--- src/rtl/gtp_pll_seq_pkg.sv ---
`default_nettype none
// ============================================================================
// Module   : gtp_pll_seq_pkg
// Purpose  : Shared types and helpers for the GTP common-PLL reset sequencer.
//            Holds the per-PLL state encoding, the counter-width helper and
//            the width of the aggregate relock counter.
// Ports    : none (package)
// Revision : 1.0 - initial release
// ============================================================================
package gtp_pll_seq_pkg;

  typedef enum logic [2:0] {
    ST_IDLE      = 3'd0,
    ST_PWRUP     = 3'd1,
    ST_WAIT_LOCK = 3'd2,
    ST_SETTLE    = 3'd3,
    ST_READY     = 3'd4,
    ST_FAIL      = 3'd5
  } pll_state_e;

  localparam int RELOCK_CNT_W = 8;

  // One shared counter serves every timed state, so it is sized for the
  // largest terminal count plus a guard bit.
  function automatic int cnt_width(input int a, input int b, input int c);
    int m;
    m = a;
    if (b > m) m = b;
    if (c > m) m = c;
    return $clog2(m) + 1;
  endfunction

endpackage
`default_nettype wire

--- src/rtl/gtp_pll_seq_chan.sv ---
`default_nettype none
// ============================================================================
// Module   : gtp_pll_seq_chan
// Purpose  : Single-PLL power-up / reset / lock sequencer. Synchronises the
//            raw PLLxLOCK and runs the IDLE->PWRUP->WAIT_LOCK->SETTLE->READY
//            flow with timeout, bounded retry and relock on lock loss.
// Ports    : clk, rst_n          - clock, async active-low reset
//            start_i, shutdown_i - sequence control (shutdown has priority)
//            pll_lock_i          - raw lock, asynchronous to clk
//            pd_o, rst_o         - registered PLL power-down / reset
//            ready_o, fail_o     - registered READY / FAIL state flags
//            relock_evt_o        - one-cycle strobe on READY lock loss
// Revision : 1.0 - initial release
// ============================================================================
module gtp_pll_seq_chan
  import gtp_pll_seq_pkg::*;
#(
  parameter bit ENABLE        = 1'b1,
  parameter int RESET_CYCLES  = 4,
  parameter int LOCK_TIMEOUT  = 16,
  parameter int SETTLE_CYCLES = 8,
  parameter int MAX_RETRIES   = 2
) (
  input  logic clk,
  input  logic rst_n,
  input  logic start_i,
  input  logic shutdown_i,
  input  logic pll_lock_i,
  output logic pd_o,
  output logic rst_o,
  output logic ready_o,
  output logic fail_o,
  output logic relock_evt_o
);

  localparam int CNT_W = cnt_width(RESET_CYCLES, LOCK_TIMEOUT, SETTLE_CYCLES);
  localparam logic [CNT_W-1:0] RST_LAST = CNT_W'(RESET_CYCLES - 1);
  localparam logic [CNT_W-1:0] TMO_LAST = CNT_W'(LOCK_TIMEOUT - 1);
  // The WAIT_LOCK cycle that sees lock_s=1 is the first qualified cycle, so
  // SETTLE itself only has to see SETTLE_CYCLES-1 more.
  localparam logic [CNT_W-1:0] STL_LAST =
    CNT_W'((SETTLE_CYCLES >= 2) ? SETTLE_CYCLES - 2 : 0);
  localparam logic [3:0] RETRY_MAX = 4'(MAX_RETRIES);

  pll_state_e       state_q, state_d;
  logic [CNT_W-1:0] cnt_q, cnt_d;
  logic [3:0]       retry_q, retry_d;
  logic [1:0]       sync_q;
  logic             lock_s;
  logic             pd_q, rst_q, ready_q, fail_q;

  assign lock_s = sync_q[1];

  always_ff @(posedge clk or negedge rst_n) begin
    if (!rst_n) begin
      sync_q  <= 2'b00;
      state_q <= ST_IDLE;
      cnt_q   <= '0;
      retry_q <= '0;
    end else begin
      sync_q  <= {sync_q[0], pll_lock_i};
      state_q <= state_d;
      cnt_q   <= cnt_d;
      retry_q <= retry_d;
    end
  end

  always_comb begin
    state_d      = state_q;
    cnt_d        = cnt_q;
    retry_d      = retry_q;
    relock_evt_o = 1'b0;
    if (shutdown_i || !ENABLE) begin
      state_d = ST_IDLE;
      cnt_d   = '0;
    end else begin
      case (state_q)
        ST_IDLE, ST_FAIL: begin
          if (start_i) begin
            state_d = ST_PWRUP;
            cnt_d   = '0;
            retry_d = '0;
          end
        end
        ST_PWRUP: begin
          if (cnt_q == RST_LAST) begin
            state_d = ST_WAIT_LOCK;
            cnt_d   = '0;
          end else begin
            cnt_d = cnt_q + 1'b1;
          end
        end
        ST_WAIT_LOCK: begin
          // Lock is tested first so it wins on the timeout cycle.
          if (lock_s) begin
            state_d = ST_SETTLE;
            cnt_d   = '0;
          end else if (cnt_q == TMO_LAST) begin
            cnt_d = '0;
            if (retry_q < RETRY_MAX) begin
              retry_d = retry_q + 1'b1;
              state_d = ST_PWRUP;
            end else begin
              state_d = ST_FAIL;
            end
          end else begin
            cnt_d = cnt_q + 1'b1;
          end
        end
        ST_SETTLE: begin
          if (!lock_s) begin
            state_d = ST_WAIT_LOCK;
            cnt_d   = '0;
          end else if (cnt_q >= STL_LAST) begin
            state_d = ST_READY;
            cnt_d   = '0;
            retry_d = '0;
          end else begin
            cnt_d = cnt_q + 1'b1;
          end
        end
        ST_READY: begin
          if (!lock_s) begin
            state_d      = ST_PWRUP;
            cnt_d        = '0;
            relock_evt_o = 1'b1;
          end
        end
        default: begin
          state_d = ST_IDLE;
          cnt_d   = '0;
        end
      endcase
    end
  end

  // Pin outputs are a registered decode of the current state.
  always_ff @(posedge clk or negedge rst_n) begin
    if (!rst_n) begin
      pd_q    <= 1'b1;
      rst_q   <= 1'b1;
      ready_q <= 1'b0;
      fail_q  <= 1'b0;
    end else begin
      pd_q    <= (state_q == ST_IDLE) || (state_q == ST_FAIL);
      rst_q   <= (state_q == ST_IDLE) || (state_q == ST_FAIL) ||
                 (state_q == ST_PWRUP);
      ready_q <= (state_q == ST_READY) || !ENABLE;
      fail_q  <= (state_q == ST_FAIL);
    end
  end

  assign pd_o    = pd_q;
  assign rst_o   = rst_q;
  assign ready_o = ready_q;
  assign fail_o  = fail_q;

endmodule
`default_nettype wire

--- src/rtl/gtp_pll_reset_seq.sv ---
`default_nettype none
// ============================================================================
// Module   : gtp_pll_reset_seq
// Purpose  : Power-up / reset / lock sequencer for NUM_PLLS GTPE2_COMMON
//            PLLs. One independent channel per PLL plus aggregate status.
// Ports    : clk, rst_n      - clock, async active-low reset
//            start_i         - level-sampled sequence start
//            shutdown_i      - force all PLLs to IDLE (priority over start)
//            pll_lock_i      - raw PLLxLOCK per PLL
//            pll_pd_o        - PLLxPD per PLL
//            pll_rst_o       - PLLxRESET per PLL
//            pll_ready_o     - per-PLL READY
//            all_ready_o     - registered AND of pll_ready_o
//            any_fail_o      - registered OR of per-PLL FAIL
//            relock_cnt_o    - saturating count of READY lock-loss events
// Revision : 1.0 - initial release
// ============================================================================
module gtp_pll_reset_seq
  import gtp_pll_seq_pkg::*;
#(
  parameter int                  NUM_PLLS      = 2,
  parameter logic [NUM_PLLS-1:0] PLL_EN_MASK   = {NUM_PLLS{1'b1}},
  parameter int                  RESET_CYCLES  = 4,
  parameter int                  LOCK_TIMEOUT  = 16,
  parameter int                  SETTLE_CYCLES = 8,
  parameter int                  MAX_RETRIES   = 2
) (
  input  logic                    clk,
  input  logic                    rst_n,
  input  logic                    start_i,
  input  logic                    shutdown_i,
  input  logic [NUM_PLLS-1:0]     pll_lock_i,
  output logic [NUM_PLLS-1:0]     pll_pd_o,
  output logic [NUM_PLLS-1:0]     pll_rst_o,
  output logic [NUM_PLLS-1:0]     pll_ready_o,
  output logic                    all_ready_o,
  output logic                    any_fail_o,
  output logic [RELOCK_CNT_W-1:0] relock_cnt_o
);

  localparam int EVT_W = $clog2(NUM_PLLS + 1);
  localparam int SUM_W = RELOCK_CNT_W + 1;

  logic [NUM_PLLS-1:0]     chan_fail;
  logic [NUM_PLLS-1:0]     chan_evt;
  logic [EVT_W-1:0]        evt_sum;
  logic [SUM_W-1:0]        relock_sum;
  logic [RELOCK_CNT_W-1:0] relock_q, relock_d;
  logic                    all_ready_q, any_fail_q;

  for (genvar i = 0; i < NUM_PLLS; i++) begin : g_chan
    gtp_pll_seq_chan #(
      .ENABLE       (PLL_EN_MASK[i]),
      .RESET_CYCLES (RESET_CYCLES),
      .LOCK_TIMEOUT (LOCK_TIMEOUT),
      .SETTLE_CYCLES(SETTLE_CYCLES),
      .MAX_RETRIES  (MAX_RETRIES)
    ) u_chan (
      .clk         (clk),
      .rst_n       (rst_n),
      .start_i     (start_i),
      .shutdown_i  (shutdown_i),
      .pll_lock_i  (pll_lock_i[i]),
      .pd_o        (pll_pd_o[i]),
      .rst_o       (pll_rst_o[i]),
      .ready_o     (pll_ready_o[i]),
      .fail_o      (chan_fail[i]),
      .relock_evt_o(chan_evt[i])
    );
  end

  // Several PLLs can lose lock on the same cycle; each one is counted.
  always_comb begin
    evt_sum = '0;
    for (int i = 0; i < NUM_PLLS; i++) begin
      evt_sum = evt_sum + EVT_W'(chan_evt[i]);
    end
    relock_sum = {1'b0, relock_q} + SUM_W'(evt_sum);
    // evt_sum never exceeds 8, so the guard bit alone flags overflow.
    relock_d   = relock_sum[SUM_W-1] ? {RELOCK_CNT_W{1'b1}}
                                     : relock_sum[RELOCK_CNT_W-1:0];
  end

  always_ff @(posedge clk or negedge rst_n) begin
    if (!rst_n) begin
      relock_q    <= '0;
      all_ready_q <= 1'b0;
      any_fail_q  <= 1'b0;
    end else begin
      relock_q    <= relock_d;
      all_ready_q <= (PLL_EN_MASK != '0) && (&pll_ready_o);
      any_fail_q  <= |chan_fail;
    end
  end

  assign relock_cnt_o = relock_q;
  assign all_ready_o  = all_ready_q;
  assign any_fail_o   = any_fail_q;

endmodule
`default_nettype wire

--- config.mk ---
export PLATFORM = sky130hd
export DESIGN_NAME = gtp_pll_reset_seq
export DESIGN_NICKNAME = d
export VERILOG_FILES = /design/src/rtl/gtp_pll_seq_pkg.sv /design/src/rtl/gtp_pll_seq_chan.sv /design/src/rtl/gtp_pll_reset_seq.sv
export SDC_FILE = /design/constraint.sdc
export NUM_CORES = 1
export LEC_CHECK = 0
export BUFFER_PORTS_ARGS = -buffer_cell sky130_fd_sc_hd__buf_4
export CAP_MARGIN = 15
export CORE_UTILIZATION = 40
export DETAILED_ROUTE_END_ITERATION = 10
export PLACE_DENSITY_LB_ADDON = 0.2
export SLEW_MARGIN = 20
export SYNTH_ARGS = -nofsm -noshare
export SYNTH_HDL_FRONTEND = slang
export SYNTH_HIERARCHICAL = 1
export SYNTH_SLANG_ARGS = --single-unit
--- constraint.sdc ---
create_clock -name clk -period 3.4 [get_ports clk]
set_input_delay 0.17 -clock clk [delete_from_list [all_inputs] [get_ports clk]]
set_output_delay 0.17 -clock clk [all_outputs]
set_load 0.02 [all_outputs]
==> results of run 1 <==
-- worst paths after layout --
path | from | endpoint | slack (ns)
setup / recovery | g_chan[0].u_chan/state_q[2]$_DFFE_PN0P_ | relock_cnt_o[7]$_DFF_PN0_ | 1.21
hold / removal | shutdown_i | g_chan[1].u_chan/state_q[2]$_DFFE_PN0P_ | 0.16
setup reg to reg | g_chan[0].u_chan/state_q[2]$_DFFE_PN0P_ | relock_cnt_o[7]$_DFF_PN0_ | 1.21
hold reg to reg | g_chan[1].u_chan/sync_q[0]$_DFF_PN0_ | g_chan[1].u_chan/sync_q[1]$_DFF_PN0_ | 0.35
max in group asynchronous | rst_n | g_chan[1].u_chan/cnt_q[2]$_DFFE_PN0P_ | 2.61
min in group asynchronous | rst_n | g_chan[0].u_chan/retry_q[0]$_DFFE_PN0P_ | 0.40
-- sequential cells by signal (all words and copies together) (netlist names) --
signal,count
all_ready_o,1
g_chan.u_chan/ready_o,2
g_chan.u_chan/retry_q,8
any_fail_o,1
g_chan.u_chan/rst_o,2
g_chan.u_chan/cnt_q,10
g_chan.u_chan/fail_o,2
relock_cnt_o,8
g_chan.u_chan/sync_q,4
g_chan.u_chan/pd_o,2
g_chan.u_chan/state_q,6
-- worst max-delay path: stages (launching register included) --
cell      delay, ns
dfrtp_1        0.63
nand2b_1       0.14
nor4_1         0.33
fa_1           0.31
and4_4         0.26
nand4_2        0.11
mux2_4         0.31
-- power groups by stage --
stage	logic, mW	registers [mW]	clock network (mW)
3_3_place_gp	0.528	0.773	0
2_1_floorplan	0.351	0.784	0
6_report	0.528	0.767	0.386
4_1_cts	0.532	0.765	0.405
3_5_place_dp	0.527	0.776	0
5_1_grt	0.587	0.788	0.426
-- cell usage after synthesis (3+ instances only) --
master	n	area share [%]
dfrtp_1	42	40
nor2_1	30	4.3
a21oi_1	11	2.1
ha_1	11	5.2
inv_1	11	1.6
nand2_1	11	1.6
nand2b_1	10	2.4
nor3_1	9	1.7
nand3_1	8	1.5
buf_2	7	1.3
nor2b_1	6	1.4
nor4_1	6	1.4
a22o_1	5	1.7
a21o_1	4	1.1
a2bb2oi_1	4	1.3
a32o_1	4	1.5
dfstp_2	4	4.0
o21ai_0	4	0.76
a31oi_1	3	0.72
o32ai_1	3	1.0
or2_2	3	0.72
xnor2_1	3	1.0
-- cells by family after synthesis --
group                      Yosys count  synth area share, %
and+or+nand+nor                    109                 24.2
AOI/OAI and AO/OA                   61                 18.7
DFF                                 46                 44.0
buffers and inverters               23                 3.91
adders and majority gates           12                 6.01
muxes                                5                 2.19
xor gates and xnor gates             3                 1.00
-- layout make-up --
| cell class | instances | area [sq um] | share of cell area, % |
|---|---|---|---|
| clock buffer | 8 | 110 | 3.72 |
| sequential | 46 | 1160 | 39.1 |
| multi-input combinational | 190 | 1370 | 46.2 |
| inverter | 11 | 41.3 | 1.40 |
| tap | 77 | 96.3 | 3.26 |
| timing repair buffer | 24 | 188 | 6.35 |
-- metrics by stage --
stage               worst slack, ns  area [sq um]  std cells
global placement               1.30          2820        345
detailed placement             1.19          2820        345
CTS                            1.19          2960        356
floorplan                      1.38          2630        259
finish                         1.21          2960        356
global route                  0.948          2960        356
-- routing by layer --
layer | part of all wire [%] | wire [microns] | vias to the layer above | GRT usage [%]
met5 | 0 | 0 | - | 0
met4 | 1.6 | 77 | 0 | 5.80
met3 | 4.0 | 195 | 5 | 3.78
met2 | 42 | 2070 | 38 | 22.3
met1 | 52 | 2560 | 933 | 22.1
li1 | - | - | 988 | -
==> flow_summary.json, run 1 <==
{
  "syn2layout_area_growth_pct": 12.7,
  "p_sw_uw": 602,
  "powerDensity_nw_per_um2": 568,
  "swShare_pct": 35.8,
  "period_share_pct": 64.4,
  "clkSinkCount": 46,
  "wl_per_cell_microns": 13.8,
  "drive_above_1_share_pct": 20.1,
  "synthArstFlopShare_pct": 100,
  "io-pin-count": 22,
  "grt_pass1_wl_mm": 8.54,
  "totalPowerFinal_mw": 1.68,
  "max_freq_mhz": 457,
  "die_w_microns": 83.0,
  "syn_area_per_cell_sq_um": 10.1,
  "relSlewSlack_pct": 52.0,
  "syn_area_sq_um": 2630,
  "clkTransAtPathRegs_ns": 0.08,
  "cts_root_buffer": "clkbuf_8",
  "insertion_delay_ns": 0.30,
  "synth_edf_count": 0,
  "crit_type": "reg -> reg",
  "tns_ns": 0,
  "holdBufCountCts": 3,
  "tritoncts": "built",
  "ant_nets": 0,
  "htree_levels": 2,
  "finish.utilization_pct": 46.6,
  "finalSetupViolations": 0,
  "period_needed_ns": 2.19,
  "gp_congestion": 0.764,
  "worst_setup_path_end_kind": "register",
  "clock_path_buffers": 2,
  "clock_skew_ns": 0.00680,
  "synth_ff_type": "dfrtp_1",
  "pwr-share-seq_pct": 45.6,
  "grt_overflow": 0,
  "fillers": 579,
  "track_usage_pct": 15.3,
  "first_pass_iters": 4,
  "ys_seq_area_share_pct": 44.0,
  "postCtsResizedCells": 0,
  "drt_iter0_markers": 180,
  "grt_start_max_net_pins": 47,
  "tightest_slew_ns": 0.711,
  "portBuffers": 21,
  "leakage_nw": 1.33,
  "antenna_cells": 0,
  "dp_hpwl_mm": 3.42,
  "route.final.wire_length_mm": 4.91,
  "die_height_microns": 83.0,
  "cts_setup_buffers": 0,
  "cp_data_required_time_ns": 3.59,
  "p_comb_share_pct": 31.4,
  "cp-start-kind": "register",
  "rows": 29,
  "synth_fp_nets": 277,
  "rsz0062_at_grt": "no",
  "dr_total_vias": 1964,
  "clockPowerShare_pct": 23.0,
  "first_global_vias": 1822,
  "antenna_found_initial": 0,
  "drv_slew": 0,
  "worstPathMaxFanout": 16,
  "hold_viol_final": 0,
  "die_area_sq_um": 6890,
  "route.detailed.drc": 0,
  "internal_power_mw": 1.08,
  "vias_per_cell": 5.52,
  "whs_ns": 0.159,
  "initial_core_util_pct": 41.3,
  "status": "finished, final reports clean",
  "synth_warnings": 6,
  "ys_types": 68,
  "final_cell_mix": "dfrtp_1 (42), nor2_1 (30), buf_4 (21)",
  "final_common_cell": "dfrtp_1",
  "reg2reg_depth": 6,
  "hold_depth": 2,
  "coreArea_sq_um": 6350,
  "synth_seq_cells": 46,
  "arrival_ns": 2.37,
  "final_nets": 296,
  "cts_buffers": 5,
  "drv_cap": 0,
  "ir_drop_mv": 0.341,
  "worstHoldPathType": "in -> reg",
  "syn_inst": 259
}
(Power assumes the default switching activity.)
==> inputs of run 2 (changes only) <==
==> constraint.sdc (replaced) <==
create_clock -name clk -period 1.9 [get_ports clk]
set_input_delay 0.095 -clock clk [delete_from_list [all_inputs] [get_ports clk]]
set_output_delay 0.095 -clock clk [all_outputs]
set_load 0.02 [all_outputs]
==> run 2 against run 1 <==
Utilization grew 7.5 points. Critical path type unchanged. Via count grew 11%. Total power grew 92%. Global-route usage grew 0.87 points. Largest power group is now combinational cells.
==> flow_summary.json, run 2 (same netlist as run 1, synthesis figures left out) <==
{
  "drv_cap": 0,
  "worstHoldPathType": "in -> reg",
  "place_area_sq_um": 3130,
  "final_nets": 337,
  "crit_type": "reg -> reg",
  "initial_core_util_pct": 41.3,
  "clkTransAtPathRegs_ns": 0.09,
  "die_height_microns": 83.0,
  "drive_above_1_share_pct": 38.8,
  "dp_hpwl_mm": 3.80,
  "syn2layout_area_growth_pct": 30.7,
  "finalSetupViolations": 0,
  "first_pass_iters": 4,
  "htree_levels": 2,
  "period_share_pct": 97.6,
  "fillers": 545,
  "ant_nets": 0,
  "cp_data_required_time_ns": 2.09,
  "track_usage_pct": 16.2,
  "largest_register_ffs": 10,
  "placedCellCount": 382,
  "cp-start-kind": "register",
  "r2r_setup_slack_ns": 0.05,
  "rows": 29,
  "hold_viol_final": 0,
  "gp_congestion": 0.745,
  "pre_cts_slack_ns": -0.0357,
  "whs_ns": 0.0836,
  "holdCritStartpoint": "shutdown_i",
  "clkSinkCount": 46,
  "rsz0062_at_grt": "yes",
  "io-pin-count": 22,
  "layout_setup_ws_ns": 0.0454,
  "leakage_nw": 1.56,
  "crit_path_cell_trace": "buf_4 -> mux2i_1 -> o32ai_4 -> or4_4 -> a32o_1",
  "die_area_sq_um": 6890,
  "crit_slowest_cell": "or4_4",
  "reg2reg_depth": 5,
  "top_register": "g_chan.u_chan/cnt_q",
  "reg2reg_from": "g_chan[0].u_chan/sync_q[1]$_DFF_PN0_",
  "portBuffers": 21,
  "route.final.wire_length_mm": 5.58,
  "drt_iter0_markers": 132,
  "cts_root_buffer": "clkbuf_8",
  "hold_path_end": "g_chan[0].u_chan/state_q[2]$_DFFE_PN0P_",
  "worst_setup_path_end_kind": "register",
  "grt_pass1_wl_mm": 9.18,
  "first_global_vias": 2000,
  "powerDensity_nw_per_um2": 941,
  "antenna_found_initial": 0,
  "stdcell_count": 397,
  "worstPathMaxFanout": 7,
  "tightest_slew_ns": 0.580,
  "slowest_delay_ns": 0.54,
  "drv_slew": 0,
  "max_freq_mhz": 539,
  "coreArea_sq_um": 6350,
  "wl_per_cell_microns": 14.1,
  "status": "finished, final reports clean",
  "grt_overflow": 0,
  "tritoncts": "built",
  "startpoint": "g_chan[0].u_chan/sync_q[1]$_DFF_PN0_",
  "period_needed_ns": 1.85,
  "clock_path_buffers": 2,
  "final_cell_mix": "buf_4 (61), dfrtp_1 (40), nor2_1 (28), a21oi_1 (11), nand2_1 (10)",
  "vias_per_cell": 5.50,
  "insertion_delay_ns": 0.29,
  "relSlewSlack_pct": 61.3,
  "final_common_cell": "buf_4",
  "die_w_microns": 83.0,
  "dr_total_vias": 2185,
  "crit_family": "simple AND/OR/NAND/NOR gates",
  "ir_drop_mv": 0.611,
  "cts_buffers": 5,
  "antenna_cells": 0,
  "tns_ns": 0,
  "worst-path-buf-inv": 1,
  "stdcell_area_sq_um": 3430,
  "arrival_ns": 2.04,
  "grt_start_max_net_pins": 47,
  "route.detailed.drc": 0,
  "hold_depth": 2,
  "r2r-end": "g_chan[0].u_chan/retry_q[0]$_DFFE_PN0P_",
  "clock_skew_ns": 0.00884
}
## run 2: final cells by class
cell class	count	area, sq um	area share (%)
clock buffer	7	86.3	2.52
clock inverter	1	5.00	0.146
inverter	11	41.3	1.20
multi-input combinational	190	1540	44.8
sequential	46	1160	33.8
tap	77	96.3	2.81
timing repair buffer	65	508	14.8
## run 2: per-stage QoR
step	util, %	power [mW]
global placement	49.2	2.52
global route	54.0	3.44
detailed placement	49.2	2.53
CTS	51.8	3.17
floorplan	-	2.04
finish	54.0	3.23
## run 2: worst max path at each step
stage,endpoint,cells past startpoint
floorplan,relock_cnt_o[7]$_DFF_PN0_,7
global placement,g_chan[0].u_chan/retry_q[1]$_DFFE_PN0P_,5
detailed placement,g_chan[1].u_chan/retry_q[0]$_DFFE_PN0P_,7
CTS,g_chan[1].u_chan/retry_q[0]$_DFFE_PN0P_,7
global route,g_chan[0].u_chan/cnt_q[2]$_DFFE_PN0P_,7
finish,g_chan[0].u_chan/retry_q[0]$_DFFE_PN0P_,5
## run 2: power by group
group | leakage [nW] | internal (mW) | total, mW | switching, mW
Clock | 0.0482 | 0.294 | 0.609 | 0.315
Combinational | 0.905 | 0.624 | 1.35 | 0.729
Sequential | 0.605 | 1.15 | 1.27 | 0.114
## run 2: timing repair
| item | CTS | global route |
|---|---|---|
| endpoints found under the setup margin | 7 | 20 |
| hold buffers | 3 | 0 |
| buffers inserted | 1 | 3 |
| pin swaps | 0 | 3 |
| resized for setup | 6 | 28 |
| hold endpoints to repair | 44 | 0 |
## run 2: metal layers
metal / GRT usage, % / share of wire, % / up-vias / wire, microns
li1: - / - / 1077 / -
met1: 23.0 / 49 / 1054 / 2760
met2: 24.2 / 45 / 50 / 2500
met3: 4.17 / 4.8 / 4 / 270
met4: 5.17 / 0.86 / 0 / 48
met5: 0 / 0 / - / 0
==> inputs of run 3 (changes only) <==
--- a/config.mk
+++ b/config.mk
@@ -5,10 +5,10 @@
 export SDC_FILE = /design/constraint.sdc
 export NUM_CORES = 1
 export LEC_CHECK = 0
-export BUFFER_PORTS_ARGS = -buffer_cell sky130_fd_sc_hd__buf_4
 export CAP_MARGIN = 15
 export CORE_UTILIZATION = 40
 export DETAILED_ROUTE_END_ITERATION = 10
+export DONT_BUFFER_PORTS = 1
 export PLACE_DENSITY_LB_ADDON = 0.2
 export SLEW_MARGIN = 20
 export SYNTH_ARGS = -nofsm -noshare
==> constraint.sdc (replaced) <==
create_clock -name clk -period 2.1 [get_ports clk]
set_input_delay 0.105 -clock clk [delete_from_list [all_inputs] [get_ports clk]]
set_output_delay 0.105 -clock clk [all_outputs]
set_load 0.02 [all_outputs]
==> run 3 against run 2 <==
Setup slack better by 0.073 ns. Critical path depth up 2. Clock power grew 4.9%. Non-clock buffer count shrank 42. Utilization shrank 6.8 points. Wire length fell by 5.7%. Clock skew decreased by 0.0025 ns. First-iteration DRC count decreased by 9.1%. Register-to-register slack improved by 0.07 ns. Maximum frequency decreased by 6.4%. Via count down 7.5%. Largest cell class unchanged. Largest power group is now sequential cells.
==> flow_summary.json, run 3 (same netlist as run 1, synthesis figures left out) <==
{
  "rows": 29,
  "rsz0062_at_grt": "no",
  "coreArea_sq_um": 6350,
  "die_area_sq_um": 6890,
  "antenna_cells": 0,
  "dp_hpwl_mm": 3.63,
  "status": "finished, final reports clean",
  "arrival_ns": 2.17,
  "track_usage_pct": 15.8,
  "leakage_nw": 1.32,
  "first_global_vias": 1895,
  "multi_input_area_sq_um": 1400,
  "final_common_cell": "dfrtp_1",
  "dr_total_vias": 2021,
  "top_register": "g_chan.u_chan/cnt_q",
  "portBuffers": 0,
  "placedCellCount": 338,
  "powerDensity_nw_per_um2": 896,
  "clkSinkCount": 46,
  "stdcell_area_sq_um": 3000,
  "io-pin-count": 22,
  "worstPathMaxFanout": 7,
  "grt_overflow": 0,
  "drive_above_1_share_pct": 20.9,
  "final_nets": 295,
  "route.final.wire_length_mm": 5.26,
  "tns_ns": 0,
  "first_pass_iters": 4,
  "worst-path-buf-inv": 1,
  "drt_iter0_markers": 120,
  "worst_setup_path_end_kind": "register",
  "relSlewSlack_pct": 65.4,
  "fillers": 577,
  "period_needed_ns": 1.98,
  "crit_slowest_cell": "or4_1",
  "antenna_found_initial": 0,
  "clock_skew_ns": 0.00632,
  "drv_slew": 0,
  "tritoncts": "built",
  "crit_path_cell_trace": "ha_2 -> nand3_1 -> inv_1 -> ha_4 -> nor2_1 -> or4_1 -> a32o_1",
  "htree_levels": 2,
  "stdcell_count": 355,
  "crit_type": "reg -> reg",
  "worstHoldPathType": "in -> reg",
  "initial_core_util_pct": 41.3,
  "register_area_sq_um": 1160,
  "ant_nets": 0,
  "finish.utilization_pct": 47.3,
  "clkTransAtPathRegs_ns": 0.09,
  "insertion_delay_ns": 0.29,
  "grt_start_max_net_pins": 47,
  "crit_family": "simple AND/OR/NAND/NOR gates",
  "cp_data_required_time_ns": 2.29,
  "wl_per_cell_microns": 14.8,
  "route.detailed.drc": 0,
  "gp_congestion": 0.792,
  "drv_cap": 0,
  "tightest_slew_ns": 0.517,
  "cp-start-kind": "register",
  "largest_register_ffs": 10,
  "place_area_sq_um": 2770,
  "vias_per_cell": 5.69,
  "final_cell_mix": "dfrtp_1 (42), nor2_1 (30), buf_4 (18)",
  "grt_pass1_wl_mm": 9.03,
  "syn2layout_area_growth_pct": 14.3,
  "clock_path_buffers": 2,
  "die_height_microns": 83.0,
  "max_freq_mhz": 505,
  "period_share_pct": 94.4,
  "cts_buffers": 5,
  "ir_drop_mv": 0.558,
  "finalSetupViolations": 0,
  "hold_viol_final": 0,
  "slowest_delay_ns": 0.56,
  "cts_root_buffer": "clkbuf_8",
  "die_w_microns": 83.0
}
## run 3: worst paths after layout
kind / cells past startpoint / slack, ns / endpoint / startpoint
worst max-delay path: 7 / 0.12 / g_chan[1].u_chan/retry_q[0]$_DFFE_PN0P_ / g_chan[1].u_chan/cnt_q[0]$_DFFE_PN0P_
worst min-delay path: 2 / 0.06 / g_chan[0].u_chan/cnt_q[1]$_DFFE_PN0P_ / shutdown_i
worst max register to register: 7 / 0.12 / g_chan[1].u_chan/retry_q[0]$_DFFE_PN0P_ / g_chan[1].u_chan/cnt_q[0]$_DFFE_PN0P_
worst min register to register: 0 / 0.35 / g_chan[1].u_chan/sync_q[1]$_DFF_PN0_ / g_chan[1].u_chan/sync_q[0]$_DFF_PN0_
max in group asynchronous: 2 / 1.50 / g_chan[0].u_chan/pd_o$_DFF_PN1_ / rst_n
min in group asynchronous: 2 / 0.33 / g_chan[0].u_chan/cnt_q[4]$_DFFE_PN0P_ / rst_n
## run 3: layout make-up
type	instances	share of cell area, %
Clock inverter	1	1.00
Clock buffer	7	2.54
Inverter	11	1.38
Tap cell	77	3.21
Timing Repair Buffer	23	6.75
Multi-Input combinational cell	190	46.6
Sequential cell	46	38.5
## run 3: where the power goes
part | internal [mW] | switching, mW | leakage, nW
Sequential | 1.05 | 0.231 | 0.609
Combinational | 0.328 | 0.446 | 0.662
Clock | 0.356 | 0.283 | 0.0524
Total | 1.73 | 0.960 | 1.32
## run 3: through the flow
step	power (mW)	worst slack, ns	hold WS, ns
final	2.69	0.118	0.0591
after global routing	2.87	0.00125	0.0705
after CTS	2.72	0.0340	0.0546
after detailed placement	2.03	-0.0287	-0.190
after global placement	2.03	0.0497	-0.190
after floorplan	1.84	0.0817	-0.191
## run 3: metal layers
metal / vias up / track usage (%) / share of wire [%]
met4: 0 / 4.70 / 0.74
li1: 987 / - / -
met5: - / 0 / 0
met2: 33 / 24.0 / 45
met3: 2 / 4.17 / 3.7
met1: 999 / 22.2 / 51
## run 3: timing repair
item,in CTS,in global routing
endpoints found under the hold margin,52,0
hold buffers,5,0
resized for setup,1,6
setup endpoints to repair,2,10
setup buffers,0,4
